--- src/rtl/spi_slave.sv ---
// SPI mode-0 slave with single TX/RX buffers, status flags and a strobe/ack bus interface.
// Define SPI_SLAVE_MISO_TRISTATE_EN to release SPI_MISO (1'bz) outside of a frame.
module spi_slave #(
  parameter int unsigned SYNC_STAGES = 2,
  parameter logic [7:0]  TX_FILL     = 8'hFF
) (
  input  logic        clk,
  input  logic        rst,
  input  logic [10:0] din,
  input  logic        cmd,
  input  logic        wr,
  input  logic        rd,
  output logic [8:0]  dout,
  output logic        ack,
  output logic        irq,
  input  logic        SPI_SCK,
  input  logic        SPI_nSS,
  input  logic        SPI_MOSI,
  output logic        SPI_MISO
);

  // Synchroniser plus one flop for edge detection plus one flop for a registered edge pulse.
  localparam int unsigned PipeLen = SYNC_STAGES + 2;

  typedef enum logic [1:0] {StLockout, StIdle, StShift} state_e;

  state_e state_q, state_d;
  logic [PipeLen-1:0] sck_pipe, nss_pipe;
  logic [SYNC_STAGES:0] mosi_pipe;
  logic en_q, en_d, ie_q, ie_d;
  logic [7:0] txbuf_q, txbuf_d, rxbuf_q, rxbuf_d, shr_q, shr_d;
  logic tx_full_q, tx_full_d, rx_full_q, rx_full_d, ovr_q, ovr_d, udr_q, udr_d;
  logic [2:0] bitcnt_q, bitcnt_d;
  logic miso_q, miso_d;
  logic [8:0] dout_q, dout_d;
  logic ack_q, ack_d, irq_q, irq_d;

  logic sck_rise, sck_fall, nss_rise, nss_fall, nss_lvl, mosi_s;
  logic do_cmd, do_wr, do_rd, rx_clear, tx_load, rx_done, busy;
  logic [7:0] rx_byte, tx_byte;
  logic unused_din;

  assign unused_din = din[8];

  assign sck_rise = sck_pipe[PipeLen-2] & ~sck_pipe[PipeLen-1];
  assign sck_fall = ~sck_pipe[PipeLen-2] & sck_pipe[PipeLen-1];
  assign nss_rise = nss_pipe[PipeLen-2] & ~nss_pipe[PipeLen-1];
  assign nss_fall = ~nss_pipe[PipeLen-2] & nss_pipe[PipeLen-1];
  assign nss_lvl  = nss_pipe[PipeLen-2];
  assign mosi_s   = mosi_pipe[SYNC_STAGES];

  assign busy    = (state_q == StShift);
  assign rx_byte = {shr_q[6:0], mosi_s};
  assign tx_byte = tx_full_q ? txbuf_q : TX_FILL;

  always_comb begin
    state_d   = state_q;
    en_d      = en_q;
    ie_d      = ie_q;
    txbuf_d   = txbuf_q;
    rxbuf_d   = rxbuf_q;
    shr_d     = shr_q;
    tx_full_d = tx_full_q;
    rx_full_d = rx_full_q;
    ovr_d     = ovr_q;
    udr_d     = udr_q;
    bitcnt_d  = bitcnt_q;
    miso_d    = miso_q;
    dout_d    = dout_q;
    tx_load   = 1'b0;
    rx_done   = 1'b0;

    do_cmd   = cmd;
    do_wr    = wr & ~cmd;
    do_rd    = rd & ~cmd & ~wr;
    rx_clear = do_rd & ~din[10];
    ack_d    = cmd | wr | rd;
    irq_d    = ie_q & (rx_full_q | ovr_q | udr_q);

    if (do_cmd) begin
      en_d = din[0];
      ie_d = din[1];
      if (din[9]) begin
        ovr_d = 1'b0;
        udr_d = 1'b0;
      end
    end

    if (do_rd) begin
      dout_d = din[10] ? {1'b0, 3'b000, udr_q, ovr_q, tx_full_q, rx_full_q, busy}
                       : {rx_full_q, rxbuf_q};
    end
    if (rx_clear) rx_full_d = 1'b0;

    if (!en_q) begin
      state_d = StLockout;
    end else begin
      unique case (state_q)
        StLockout: if (nss_lvl) state_d = StIdle;
        StIdle: begin
          if (nss_fall) begin
            tx_load  = 1'b1;
            bitcnt_d = 3'd0;
            state_d  = StShift;
          end
        end
        StShift: begin
          if (nss_rise) begin
            bitcnt_d = 3'd0;
            state_d  = StIdle;
          end else if (sck_rise) begin
            shr_d    = rx_byte;
            bitcnt_d = bitcnt_q + 3'd1;
            if (bitcnt_q == 3'd7) begin
              rx_done = 1'b1;
              tx_load = 1'b1;
            end
          end else if (sck_fall) begin
            miso_d = shr_q[7];
          end
        end
        default: state_d = StLockout;
      endcase
    end

    // A read clearing rx_full in the same cycle frees the buffer for the new byte.
    if (rx_done) begin
      if (!rx_full_q || rx_clear) begin
        rxbuf_d   = rx_byte;
        rx_full_d = 1'b1;
      end else begin
        ovr_d = 1'b1;
      end
    end

    if (tx_load) begin
      shr_d     = tx_byte;
      miso_d    = tx_byte[7];
      udr_d     = udr_d | ~tx_full_q;
      tx_full_d = 1'b0;
    end

    if (do_wr) begin
      txbuf_d   = din[7:0];
      tx_full_d = 1'b1;
    end
  end

  always_ff @(posedge clk) begin
    if (rst) begin
      sck_pipe  <= '0;
      nss_pipe  <= '0;
      mosi_pipe <= '0;
      state_q   <= StLockout;
      en_q      <= 1'b0;
      ie_q      <= 1'b0;
      txbuf_q   <= 8'h00;
      rxbuf_q   <= 8'h00;
      shr_q     <= 8'h00;
      tx_full_q <= 1'b0;
      rx_full_q <= 1'b0;
      ovr_q     <= 1'b0;
      udr_q     <= 1'b0;
      bitcnt_q  <= 3'd0;
      miso_q    <= 1'b1;
      dout_q    <= 9'h000;
      ack_q     <= 1'b0;
      irq_q     <= 1'b0;
    end else begin
      sck_pipe  <= {sck_pipe[PipeLen-2:0], SPI_SCK};
      nss_pipe  <= {nss_pipe[PipeLen-2:0], SPI_nSS};
      mosi_pipe <= {mosi_pipe[SYNC_STAGES-1:0], SPI_MOSI};
      state_q   <= state_d;
      en_q      <= en_d;
      ie_q      <= ie_d;
      txbuf_q   <= txbuf_d;
      rxbuf_q   <= rxbuf_d;
      shr_q     <= shr_d;
      tx_full_q <= tx_full_d;
      rx_full_q <= rx_full_d;
      ovr_q     <= ovr_d;
      udr_q     <= udr_d;
      bitcnt_q  <= bitcnt_d;
      miso_q    <= miso_d;
      dout_q    <= dout_d;
      ack_q     <= ack_d;
      irq_q     <= irq_d;
    end
  end

  assign dout = dout_q;
  assign ack  = ack_q;
  assign irq  = irq_q;

`ifdef SPI_SLAVE_MISO_TRISTATE_EN
  assign SPI_MISO = busy ? miso_q : 1'bz;
`else
  assign SPI_MISO = busy ? miso_q : 1'b1;
`endif

endmodule

--- config.mk ---
export PLATFORM = sky130hd
export DESIGN_NAME = spi_slave
export DESIGN_NICKNAME = d
export VERILOG_FILES = /design/src/rtl/spi_slave.sv
export SDC_FILE = /design/constraint.sdc
export NUM_CORES = 1
export LEC_CHECK = 0
export BUFFER_PORTS_ARGS = -buffer_cell sky130_fd_sc_hd__buf_2
export CAP_MARGIN = 20
export CORE_MARGIN = 3
export CORE_UTILIZATION = 55
export CTS_CLUSTER_DIAMETER = 200
export CTS_CLUSTER_SIZE = 24
export DETAILED_ROUTE_END_ITERATION = 16
export HOLD_SLACK_MARGIN = 0.02
export PLACE_DENSITY = 0.76
export REMOVE_ABC_BUFFERS = 1
export SETUP_SLACK_MARGIN = 0.4
export SLEW_MARGIN = 15
export SYNTH_ARGS = -nofsm -noshare
export SYNTH_HDL_FRONTEND = slang
export SYNTH_SLANG_ARGS = --single-unit
--- constraint.sdc ---
create_clock -name clk -period 2.4 [get_ports clk]
set_input_delay 0.36 -clock clk [delete_from_list [all_inputs] [get_ports clk]]
set_output_delay 0.36 -clock clk [all_outputs]
set_load 0.01 [all_outputs]
======== Word-level counts from Yosys, hierarchy flattened ========
Cells that the tools add are included.
storage, ports and cells
  word-level logic and storage cells ...... 108
  input port bits ......................... 19
  ROM bits ................................ 0
  bits in writable memories ............... 0
  memories kept ........................... 0
  output and inout port bits .............. 12
  bits in latches ......................... 0
  register bits ........................... 58
operators by class
  add/subtract/negate cells ............... 1
  multipliers ............................. 0
  div/mod/pow operators ................... 0
  magnitude comparators ................... 0
  reductions and logical operators ........ 15
  bitwise gates (word level) .............. 23
  shifts and indexed selects .............. 0
  muxes and demuxes ....................... 42
  eq/ne operators ......................... 9
operators with widths
  cell                 count
  $mux 8               6
  $mux 1               26
  $reduce_bool 2->1    6
  $and 1x1->1          9
  $mux 3               3
  $mux 9               1
  $not 1->1            9
  $reduce_and 4->1     2
  $mux 2               3
  $ne 2x2->1 const B   3
  $pmux 2 s3           1
  $pmux 3 s2           1
  $or 1x1->1           5
  $reduce_and 5->1     1
  $ne 2x1->1 const B   2
  $add 3x1->3 const B  1
  $eq 3x3->1 const B   1
  $ne 3x3->1 const B   1
  $reduce_and 3->1     1
  $eq 2x1->1 const B   1
  $eq 2x2->1 const B   1
  $logic_not 2->1      1
  $pmux 1 s2           1
  $reduce_and 2->1     1
  3 further kinds      3

======== Logic depth before layout (Yosys ltp) ========
  depth in word-level cells ............... 8
  gate-level depth with buffers ........... 7
  mapped depth without buffers ............ 6

======== Least setup slack after synthesis ========
No wires, ideal clock.
  path type ............................... register to register
  start ................................... reg state_q[0]
  end ..................................... reg miso_q
  stages on the path, launching flop included .. 7
  library setup time ...................... 0.081 ns
  clock period less this slack ............ 1.859 ns
  data required time ...................... 2.319 ns
  slack ................................... 0.541 ns
  buffers on the path ..................... 1
  data arrival time ....................... 1.778 ns
  path through ............................ dfxtp_1 inv_1 ha_1 clkbuf_1 nand2_1 or4b_2 a41oi_1
between the ends
  cells in the longest elaborated chain, start to end .. 5
  elaborated cells between the ends (all ways) .. 11
  those cells by class .................... eq/ne (4); mux (3); reduce/logical (4)
ends and longest elaborated chain
  item                                                              RTL line  source
  start, declared                                                   27        state_e state_q, state_d;
  start signal, assigned                                            154       state_q <= StLockout;
  start signal, assigned                                            173       state_q <= state_d;
  $eq 2x2->1 / $eq 2x1->1 (equally long branches)                   98        unique case (state_q)
  $pmux 1 s2                                                        98
  $mux 1                                                            95        if (!en_q) begin
  $ne 2x1->1 (no line) / $reduce_bool 2->1 (equally long branches)  -
  $reduce_and 5->1 (no line)                                        -
  end signal, assigned                                              184       miso_q <= miso_d;
  end, declared                                                     34        logic miso_q, miso_d;
Several ways; a longest one is shown, not always the timed one.
A chain may end at the register's enable or synchronous reset.

======== Worst setup path after layout ========
  start ................................... reg state_q[1]
  end ..................................... reg bitcnt_q[2]
between the ends
  cells in the longest elaborated chain, start to end .. 3
  elaborated cells between the ends (all ways) .. 7
  those cells by class .................... eq/ne (4); mux (1); reduce/logical (2)
ends and longest elaborated chain
  item                                             RTL line  source
  $eq 2x2->1 / $eq 2x1->1 (equally long branches)  98
  $ne 3x3->1 (no line) (tied with other cells)     -
  $reduce_and 4->1 (no line)                       -
  end signal, assigned                             183       bitcnt_q <= bitcnt_d;
  end, declared                                    33        logic [2:0] bitcnt_q, bitcnt_d;
Several ways; a longest one is shown, not always the timed one.

==> impl_metrics.tcl <==
set metrics [dict create \
    outcome "completed" \
    ys_seq_area_share_pct 46.8 \
    cts.sinks 58 \
    yosysMostFrequentCell "dfxtp_1" \
    clk_path_buf_depth 2 \
    finalSetupViolCount 0 \
    path_class "register to register" \
    antennaDiodeCount 0 \
    vias 2033 \
    max-cap-violations 0 \
    drt_iter0_drc 112 \
    cp-startpoint "state_q[1]" \
    fin_crit_ps 1870 \
    die-area_sq_um 5350 \
    worstMarginPinSlew_ps 511 \
    cts_made_buffers 9 \
    report.final.slew_viol_count 0 \
    overflow 0 \
    h-tree-depth 3 \
    synth_async_sr_flop_share_pct 0 \
    wl_mm 4.82 \
    num_rows 23 \
    synth_ff_type "dfxtp_1" \
    n_fill_cell 357 \
    yosys.cell_types.count 45 \
    rsz0062_at_grt "false" \
    cp.arrival_ps 2130 \
    ctsHoldBuffers 0 \
    grt_pass1_vias 1813 \
    grt_start_max_net_pins 30 \
    final_core_util_pct 67.7 \
    antenna_left 0 \
    startpoint_type "register" \
    postLayoutCellArea_sq_um 2830 \
    fin_crit_sh_pct 77.7 \
    dr.pass1.iters 4 \
    antenna_found_initial 0 \
    gp_congestion 0.841 \
    io_buffers 29 \
    dpl.cell_count 340 \
    slew_headroom_pct 65.9 \
    postCtsSetupRepairBufs 0 \
    placed_area_sq_um 2650 \
    worstSetupEndpointType "register" \
    track_usage_pct 19.6 \
    fin_cells 354 \
    synth_area_leader_cell "dfxtp_1" \
    finalNetCount 327 \
    totalNegativeSetupSlack_ps 0 \
    finClkSkew_ps 8.01 \
    ys_ff_latch 58 \
    cts_tree "yes" \
    critPathMaxFanout 6 \
    drcViolationCount 0 \
    holdCritPathClass "input port to register" \
    rr_startpoint "state_q[1]" \
    synth_area_per_cell_sq_um 9.15 \
    max-vdd-ir-drop_mv 0.468 \
    synth_area_leaders "dfxtp_1 (47%), a21oi_1 (4.8%), nand2_1 (4.5%)" \
    max_clock_freq_mhz 536 \
    syn_inst 271 \
    critical_path.slowest_cell "dfxtp_1" \
    min_from "SPI_nSS" \
    syn_to_final_growth_pct 14.0 \
    hold_violations 0 \
    p_per_area_nw_per_um2 641 \
    synth-edff-count 0 \
    cpPeakStageDelay_ps 420 \
    cp.required_ps 2660 \
    synthTopCellsByCount "dfxtp_1 (58), nand2_1 (30), a21oi_1 (24), nor2b_1 (13)" \
    hold_slack_ps 247 \
    fp.dieW_microns 73.1 \
    path_cells "inv_1, ha_1, nor4bb_1, o21ai_1, a2111oi_1, a41o_1" \
    synth_top_area_share_pct 46.8 \
    num_io_pins 31 \
    viasPerCell 5.74 \
    syn_area_sq_um 2480 \
    p_leak_uw 0.00107 \
    core_area_sq_um 4170 \
    register_area_sq_um 1160 \
    grt_pass1_wl_mm 8.07 \
    multi_input_area_sq_um 1220 \
    clock-root-buffer "clkbuf_8" \
    worstSkewPairLatency_ps 320 \
    die_h_microns 73.1 \
    wl_per_cell_microns 13.6 \
    hpwl_mm 3.30 \
    layout-drive-gt1-share_pct 18.1 \
    ys.warnings.count 0 \
    clk_pin_slew_ps 60 \
    start_util_pct 59.4 \
]
==> per-layer routing <==
| metal | vias to the layer above | wire [microns] | track usage [%] |
|---|---|---|---|
| li1 | 1026 | - | - |
| met5 | - | 0 | 0 |
| met2 | 52 | 2190 | 28.8 |
| met3 | 8 | 242 | 5.92 |
| met4 | 0 | 86 | 10.0 |
| met1 | 947 | 2300 | 25.9 |
==> timing repair <==
action / in CTS / in global routing
pin swaps: 0 / 0
gates resized for setup: 1 / 7
endpoints found under the setup margin: 2 / 4
==> logic make-up (layout without fill, tap and decap cells) <==
kind of cell    Yosys count  after routing  share of synthesized area [%]
flops                    58             58                           46.8
simple gates            101            101                           23.0
buf+inv                  27             60                           5.00
compound gates           71             71                           18.8
mux                       7              7                           2.83
fa+ha+maj                 7              7                           3.53
==> final timing paths <==
kind	to	slack (ps)	cells past startpoint
hold / removal	nss_pipe[0]	250	2
hold reg to reg	mosi_pipe[2]	430	1
setup / recovery	bitcnt_q[2]	530	6
setup reg to reg	bitcnt_q[2]	530	6
==> flip-flops by register name, summed over array words and instances, names as in the netlist, 2 cells and up <==
signal and cells:
nss_pipe 4, sck_pipe 4, shr_q 8, mosi_pipe 3
rxbuf_q 8, bitcnt_q 3, state_q 2, dout 9
txbuf_q 8
==> critical path: cells and delay by family, from the launching register on <==
family / cells / cell delay (ps)
adders and majority gates: 1 / 260
DFF: 1 / 420
AOI/OAI and AO/OA: 3 / 740
and+or+nand+nor: 1 / 270
buffers and inverters: 1 / 110
==> stage by stage <==
stage          setup slack (ps)  power, uW
2_1_floorplan               569       1060
3_3_place_gp                433       1110
3_5_place_dp                364       1110
4_1_cts                     424       1830
5_1_grt                     408       1890
6_report                    535       1810
==> where the power goes <==
group | internal [uW] | switching, uW | leakage [uW] | total (uW)
combinational | 38.9 | 53.5 | 0.000523 | 92.5
sequential | 984 | 12.8 | 0.000471 | 997
clock | 393 | 329 | 0.0000766 | 722
total | 1420 | 395 | 0.00107 | 1810
==> cells in the final DEF (no fill, tap or decap), types with 2 or more instances in the layout <==
cell type / n
buf_4: 6
o21ai_0: 11
mux2i_1: 7
or3b_1: 5
nand3_1: 4
inv_1: 10
o31ai_1: 7
nand2b_1: 3
nor4bb_1: 2
or3b_2: 3
nor4b_1: 2
nand3b_1: 6
nand2_1: 30
a41o_1: 3
nor2_1: 11
a21oi_1: 24
clkbuf_1: 4
clkbuf_8: 10
nor2b_1: 13
and3b_1: 3
buf_2: 29
and3_1: 2
o21ai_1: 2
a2111oi_1: 2
a211oi_1: 10
ha_1: 6
nor3_1: 9
dfxtp_1: 58
a311oi_1: 2
==> layout make-up <==
cell class / instances / share of cell area [%]
inverters: 11 / 1.46
repair buffers: 35 / 6.73
clock buffers: 14 / 5.40
well taps: 50 / 2.21
flip-flops and latches: 58 / 41.1
multi-input cells: 186 / 43.1
(Power assumes the default switching activity.)
